[src/rtl/gb_dma_pkg.sv]
// Shared constants, state encoding and source-page folding for the OAM DMA controller.
package gb_dma_pkg;

   localparam logic [15:0] OAM_BASE     = 16'hFE00;
   localparam logic [15:0] DMA_REG_ADDR = 16'hFF46;
   localparam int unsigned XFER_LEN     = 160;
   localparam int unsigned MCYCLE       = 4;
   localparam int unsigned IDX_W        = 8;
   localparam int unsigned PH_W         = 2;

   typedef enum logic [1:0] {
      IDLE  = 2'd0,
      START = 2'd1,
      XFER  = 2'd2
   } dma_state_t;

   // Pages E0..FF are the echo of WRAM and fold down onto C0..DF.
   function automatic logic [7:0] echo_fold(input logic [7:0] page);
      echo_fold = (page >= 8'hE0) ? 8'(page - 8'h20) : page;
   endfunction

endpackage

[src/rtl/oam_dma_ctrl.sv]
// OAM DMA engine: decodes FF46 writes, copies one page into OAM a byte per M-cycle,
// and owns the external bus (blocking the CPU) while the copy runs.
module oam_dma_ctrl #(
   parameter int unsigned XFER_LEN     = gb_dma_pkg::XFER_LEN,
   parameter int unsigned MCYCLE       = gb_dma_pkg::MCYCLE,
   parameter logic [15:0] DMA_REG_ADDR = gb_dma_pkg::DMA_REG_ADDR
) (
   input  logic        clk,
   input  logic        rst,
   input  logic [15:0] cpu_a,
   input  logic [7:0]  cpu_d_out,
   input  logic        cpu_wr,
   input  logic        cpu_rd,
   output logic [7:0]  cpu_d_in,
   output logic [15:0] A,
   output logic [7:0]  D_out,
   output logic        WR,
   output logic        RD,
   input  logic [7:0]  D_in,
   output logic [7:0]  oam_a,
   output logic [7:0]  oam_d,
   output logic        oam_we,
   output logic [7:0]  dma_reg,
   output logic        dma_active
);
   import gb_dma_pkg::*;

   localparam logic [1:0] S_IDLE  = 2'(IDLE);
   localparam logic [1:0] S_START = 2'(START);
   localparam logic [1:0] S_XFER  = 2'(XFER);

   localparam logic [PH_W-1:0]  PH_LAST  = PH_W'(MCYCLE - 1);
   localparam logic [PH_W-1:0]  PH_CAP   = PH_W'(MCYCLE - 2);
   localparam logic [IDX_W-1:0] IDX_LAST = IDX_W'(XFER_LEN - 1);

   logic [1:0]       state_q, state_d;
   logic [IDX_W-1:0] idx_q, idx_d;
   logic [PH_W-1:0]  phase_q, phase_d;
   logic [PH_W-1:0]  cnt_q, cnt_d;
   logic [7:0]       src_q;
   logic [7:0]       data_q;
   logic             hit_q;
   logic             reg_hit_c;
   logic             trigger_c;
   logic             capture_c;

   assign reg_hit_c = cpu_wr && (cpu_a == DMA_REG_ADDR);
   assign trigger_c = reg_hit_c && !hit_q;
   assign capture_c = (state_q == S_XFER) && (phase_q == PH_CAP);

   // State register.
   always_ff @(posedge clk or negedge rst) begin
      if (!rst) begin
         state_q <= S_IDLE;
         idx_q   <= '0;
         phase_q <= '0;
         cnt_q   <= '0;
      end else begin
         state_q <= state_d;
         idx_q   <= idx_d;
         phase_q <= phase_d;
         cnt_q   <= cnt_d;
      end
   end

   // Next state; a fresh FF46 write restarts from START whatever the current state.
   always_comb begin
      state_d = state_q;
      idx_d   = idx_q;
      phase_d = phase_q;
      cnt_d   = cnt_q;
      if (trigger_c) begin
         state_d = S_START;
         idx_d   = '0;
         phase_d = '0;
         cnt_d   = '0;
      end else begin
         case (state_q)
            S_IDLE: ;
            S_START: begin
               if (cnt_q == PH_LAST) begin
                  state_d = S_XFER;
                  idx_d   = '0;
                  phase_d = '0;
               end else begin
                  cnt_d = cnt_q + 1'b1;
               end
            end
            S_XFER: begin
               phase_d = phase_q + 1'b1;
               if (phase_q == PH_LAST) begin
                  if (idx_q == IDX_LAST) begin
                     state_d = S_IDLE;
                  end else begin
                     idx_d = idx_q + 1'b1;
                  end
               end
            end
            default: state_d = S_IDLE;
         endcase
      end
   end

   // Register file, read capture and the registered OAM write port.
   always_ff @(posedge clk or negedge rst) begin
      if (!rst) begin
         hit_q      <= 1'b0;
         dma_reg    <= 8'hFF;
         src_q      <= '0;
         data_q     <= '0;
         oam_we     <= 1'b0;
         oam_a      <= '0;
         oam_d      <= '0;
         dma_active <= 1'b0;
      end else begin
         hit_q      <= reg_hit_c;
         dma_active <= (state_d == S_XFER);
         if (trigger_c) begin
            dma_reg <= cpu_d_out;
            src_q   <= echo_fold(cpu_d_out);
         end
         if (capture_c) begin
            data_q <= D_in;
         end
         // A byte abandoned by a retrigger before its write phase is never written.
         oam_we <= capture_c && !trigger_c;
         if (capture_c && !trigger_c) begin
            oam_a <= idx_q;
            oam_d <= D_in;
         end
      end
   end

   // External bus ownership: pass-through unless a transfer is in flight.
   always_comb begin
      A        = cpu_a;
      D_out    = cpu_d_out;
      WR       = cpu_wr;
      RD       = cpu_rd;
      cpu_d_in = D_in;
      if (state_q == S_XFER) begin
         A        = {src_q, idx_q};
         D_out    = '0;
         WR       = 1'b0;
         RD       = (phase_q != PH_LAST);
         cpu_d_in = 8'hFF;
      end
   end

endmodule
[config.mk]
export PLATFORM = sky130hd
export DESIGN_NAME = oam_dma_ctrl
export DESIGN_NICKNAME = d
export VERILOG_FILES = /design/src/rtl/gb_dma_pkg.sv /design/src/rtl/oam_dma_ctrl.sv
export SDC_FILE = /design/constraint.sdc
export NUM_CORES = 1
export LEC_CHECK = 0
export CAP_MARGIN = 20
export CELL_PAD_IN_SITES_DETAIL_PLACEMENT = 0
export CELL_PAD_IN_SITES_GLOBAL_PLACEMENT = 1
export CORE_MARGIN = 2
export CORE_UTILIZATION = 36
export DETAILED_ROUTE_END_ITERATION = 8
export PLACE_DENSITY = 0.87
export REMOVE_ABC_BUFFERS = 1
export SYNTH_ARGS = -nofsm -noshare
export SYNTH_HDL_FRONTEND = slang
export SYNTH_SLANG_ARGS = --single-unit
export TNS_END_PERCENT = 1
[constraint.sdc]
create_clock -name clk -period 3.7 [get_ports clk]
set_input_delay 0.74 -clock clk [delete_from_list [all_inputs] [get_ports clk]]
set_output_delay 0.74 -clock clk [all_outputs]
set_load 0.05 [all_outputs]
# [Yosys cells after proc, flatten, opt, wreduce, memory -nomap -nowiden]
# Index checks and enable logic that the tools add are counted.
# Widths: inputs -> output; s select.
[word_totals] regBits=49 output_inout_bits=60 wordCells=63 in_bits=36
[classes] mux=22 eq_ne=13 reduce_logical=12 n_lt_le_gt_ge=1 addsub=4
[op_table] op="$mux 8" n=7
[op_table] op="$mux 2" n=9
[op_table] op="$eq 16x16->1 const B" n=1
[op_table] op="$mux 16" n=1
[op_table] op="$pmux 8 s2" n=1
[op_table] op="$eq 2x2->1 const B" n=5
[op_table] op="$add 8x1->8 const B" n=1
[op_table] op="$eq 8x8->1 const B" n=1
[op_table] op="$ge 8x8->1 const B" n=1
[op_table] op="$sub 8x6->8 const B" n=1
[op_table] op="$ne 3x3->1 const B" n=2
[op_table] op="$pmux 2 s3" n=1
[op_table] op="$add 2x1->2 const B" n=2
[op_table] op="$logic_and 1x1->1" n=4
[op_table] op="$ne 2x2->1 const B" n=2
[op_table] op="$pmux 2 s2" n=1
[op_table] op="$reduce_and 2->1" n=2
[op_table] op="$reduce_and 4->1" n=1
[op_table] op="$ne 3x2->1 const B" n=1
[op_table] op="$reduce_bool 3->1" n=1
[op_table] op="$eq 2x1->1 const B" n=1
[op_table] op="$logic_not 1->1" n=2
[op_table] op="$logic_not 2->1" n=1
[op_table] op="$mux 1" n=2
[op_table] op="$reduce_bool 2->1" n=1

# [Depth between registers and ports, before layout]
[logic_depth] word_depth=6 mapped_depth=7 ltp_nobuf=5

# [Least setup slack after synthesis]
# OpenSTA, ideal clock, no wires.
[synth_path] path_type="register to output" start="register state_q[0]" end="output port A[3]" path_stages_with_launch=5 required_time_ns=2.960 path_buffers=2 t_arrival_ns=2.014 setup_slack_ns=0.946 path_cell_list="dfrtp_1 -> clkbuf_1 -> nand2b_1 -> clkbuf_1 -> o21ai_0"
[synth_between] elab_chain_cells=2
[synth_lines] element="start, declared" line_no="oam_dma_ctrl.sv:36" source="logic [1:0] state_q, state_d;"
[synth_lines] element="start signal, assigned" line_no="oam_dma_ctrl.sv:59" source="state_q <= state_d;"
[synth_lines] element="$eq 2x2->1" line_no="oam_dma_ctrl.sv:141" source="if (state_q == S_XFER) begin"
[synth_lines] element="$mux 16" line_no="oam_dma_ctrl.sv:141"
[synth_lines] element="end, declared" line_no="oam_dma_ctrl.sv:15" source="output logic [15:0] A,"
# No other way between the ends.

# [Worst setup path after layout]
[layout_path] start="register state_q[1]" end="output port A[6]"
# Same word-level chain as after synthesis.

==> implementation parameters <==
Parameter                              Value

Detailed routing
  Drt wl/cell ... 14.33 um
  DRT iter0 DRCs ... 90
  Count of TritonRoute iterations in the first routing pass ... 4
  Total number of vias ... 2111
  Drt drc ... 0
  Antenna-violating nets left ... 0
  Via count normalized by instance count ... 4.864
  Routed wire length ... 6.221 mm

STA
  Sum of negative setup slack ... 0 ns
  Relative max-transition margin ... 37.44%
  Time the final worst path needs with I/O delays and setup ... 3.288 ns
  Endpoints failing hold ... 0
  Final-report setup violation count ... 0
  Slew @ Worst Pin ... 0.9384 ns
  Highest clock rate ... 304.2 MHz
  RSZ-0062 raised after global routing ... false
  Final period utilization ... 88.85%
  Final Slew Violations ... 0
  Clock skew after layout ... 0.006897 ns

Logic synthesis
  List of most frequent post-synthesis cells ... sky130_fd_sc_hd__nand2_1 (46), sky130_fd_sc_hd__dfrtp_1 (41), sky130_fd_sc_hd__mux2_2 (23)
  Most instantiated library cell after synthesis ... sky130_fd_sc_hd__nand2_1
  Cell taking the most area after synthesis ... sky130_fd_sc_hd__dfrtp_1
  Fraction of the yosys area taken by sequential cells ... 48.24%
  Syn Inst Count ... 243
  Warnings, synthesis ... 0
  Number of different library cells in the post-synthesis netlist ... 50
  Post-synth ARST share ... 100.0%
  Number of enable-type register cells in the synthesized netlist ... 0
  Netlist area before placement ... 2562 um2
  Most used DFF post-synth ... sky130_fd_sc_hd__dfrtp_1
  Yosys reg bits ... 49
  Average footprint of a synthesized cell ... 10.55 um2
  Ranking of synthesized cells by area ... sky130_fd_sc_hd__dfrtp_1 (40%), sky130_fd_sc_hd__mux2_2 (10%), sky130_fd_sc_hd__dfstp_2 (8.2%), sky130_fd_sc_hd__nand2_1 (6.7%), sky130_fd_sc_hd__mux2_4 (5.3%)
  Proportion of netlist area held by the largest area contributor ... 40.04%

CTS
  H-tree lvl count ... 2
  Cell at the root of the clock tree ... sky130_fd_sc_hd__clkbuf_8
  Post-CTS setup buffer count ... 0
  Clock latency on the worst-skew pair ... 0.31 ns
  Gates resized, CTS repair ... 0
  Clock net sink count ... 49
  Clock tree from TritonCTS ... yes
  Number of buffers added by the clock tree synthesis step ... 5
  Clock Tree Buf Depth ... 2
  Count of hold buffers inserted by post-cts repair ... 0
  Reg clk slew, reported paths ... 0.09 ns

Worst setup path
  Highest-delay cell along the critical path ... sky130_fd_sc_hd__clkdlybuf4s50_1
  Class of the most critical setup path ... register to output pin
  Critical Path Fanout Max ... 14
  Worst r2r src ... state_q[1]$_DFF_PN0_
  Crit path buf inv count ... 2
  Ordered cell list for the critical path ... nor2b_2 -> buf_4 -> nand2_1 -> nand2_1 -> clkdlybuf4s50_1
  Most prevalent standard cell on the critical path ... sky130_fd_sc_hd__nand2_1
  Endpoint type of the worst setup path ... output pin
  Crit start category ... register
  Worst EP arrival ... 2.55 ns
  Beginning of the critical path ... state_q[1]$_DFF_PN0_
  Data required time at the worst endpoint ... 2.96 ns
  Family of cells with the greatest summed delay on the critical path ... buffers and inverters
  CP peak stage delay ... 0.80 ns

Place
  HPWL after DPL ... 4.680 mm
  Cell total after placement ... 426
  Port Buffer Count ... 95
  Placer Congestion ... 0.7317
  Post-DP Area ... 3603 um2

Floorplan
  Overall die width ... 88.37 um
  Core outline area ... 6832 um2
  Placement row count ... 30
  Total Die Area ... 7808 um2
  Die height ... 88.37 um
  Top-Level Pins ... 96
  Initial Utilization ... 37.51%

Finish
  Number of inserted diodes ... 0
  Synthesis-to-layout area growth ... 43.99%
  Number of standard cells in the layout, taps in and fillers out ... 434
  Fillers ... 652
  Number of nets at the end of the flow ... 378
  Design area ... 3690 um2
  Fraction of layout instances using a drive strength above 1 ... 18.34%

Global route
  Wire length of the first global-routing pass ... 9.963 mm
  Via count of the first global-routing pass ... 2020
  Global-route usage over all layers ... 16.23%
  Number of antenna violations at the first check in global routing ... 0
  Maximum number of pins on one net before global-route repair ... 39
  GR Overflow Total ... 0

Power and ir drop
  Power consumption ... 2.435 mW
  Maximum ir drop on the vdd rail ... 0.2846 mV
  Leakage ... 1.591 nW
  Pwr Density ... 660.1 nW/um2

Run status
  Status ... completed

Job
  Total of max-cap violations ... 0

Worst hold path
  Launch instance of the worst min-delay path ... oam_d[0]$_DFFE_PN0P_
  HP Class ... register to register
==> placed cells by master (no fill, tap or decap), drive strengths merged, types with 2 or more instances in the layout <==
| cell | netlist | final |
|---|---|---|
| and3 | 2 | 2 |
| mux2i | 2 | 2 |
| o21ai | 6 | 6 |
| or2 | 2 | 2 |
| inv | 8 | 8 |
| dfstp | 8 | 8 |
| mux2 | 33 | 33 |
| nand3 | 4 | 4 |
| clkinv | 0 | 2 |
| nand2 | 46 | 46 |
| and3b | 2 | 2 |
| nand2b | 10 | 10 |
| nand4b | 2 | 2 |
| clkbuf | 10 | 5 |
| clkdlybuf4s50 | 0 | 94 |
| buf | 4 | 7 |
| dfrtp | 41 | 41 |
| ha | 5 | 5 |
| nor3b | 2 | 2 |
| and2 | 7 | 7 |
| nor2 | 8 | 8 |
| nand4 | 3 | 3 |
| a21oi | 9 | 9 |
| a31oi | 2 | 2 |
| nor3 | 4 | 4 |
| a211oi | 4 | 4 |
==> layer usage <==
layer	routed length (um)	global-route usage [%]	vias up
met2	2936	24.74	57
met3	408	5.317	4
met4	40	3.030	0
li1	-	-	1033
met5	0	0	-
met1	2836	22.92	1017
==> power breakdown <==
group | switching [mW] | leakage (nW) | internal (mW)
Combinational | 0.833 | 0.962 | 0.522
Clock | 0.182 | 0.0439 | 0.131
Sequential | 0.110 | 0.585 | 0.658
Total | 1.12 | 1.59 | 1.31
==> path summary, 6_finish.rpt <==
| kind | to | slack (ns) | cells past startpoint |
|---|---|---|---|
| setup reg to reg | oam_a[6]$_DFFE_PN0P_ | 1.26 | 3 |
| min in group asynchronous | state_q[0]$_DFF_PN0_ | 0.54 | 1 |
| max in group asynchronous | dma_reg[2]$_DFFE_PN1N_ | 2.41 | 2 |
| hold reg to reg | oam_d[0]$_DFFE_PN0P_ | 0.51 | 1 |
| setup / recovery | A[6] | 0.41 | 5 |
| hold / removal | oam_d[0]$_DFFE_PN0P_ | 0.51 | 1 |
==> cell type report <==
cell class | instances | area (um2) | area share, %
sequential | 49 | 1236 | 33.50
clock buffer | 5 | 68.82 | 1.865
clock inverter | 3 | 17.52 | 0.4747
timing repair buffer | 101 | 991.0 | 26.86
multi-input combinational | 172 | 1226 | 33.23
tap | 96 | 120.1 | 3.255
inverter | 8 | 30.03 | 0.8138
==> metrics by stage <==
step	hold slack (ns)	worst slack (ns)	utilization (%)
2_1_floorplan	0.4444	0.6125	-
3_3_place_gp	0.4910	0.5928	52.75
3_5_place_dp	0.4916	0.5109	52.75
4_1_cts	0.5174	0.4056	54.01
5_1_grt	0.5305	0.2241	54.01
6_report	0.5119	0.4124	54.01
==> cells by family (layout without fill, tap and decap cells) <==
logic type | Yosys count | after routing | share of synthesized area, %
buf+inv | 22 | 117 | 4.248
simple gates | 101 | 101 | 20.56
fa+ha+maj | 5 | 5 | 2.441
mux | 35 | 35 | 16.60
flops | 49 | 49 | 48.24
xor+xnor | 2 | 2 | 0.6837
compound gates | 29 | 29 | 7.227
(Power assumes the default switching activity.)
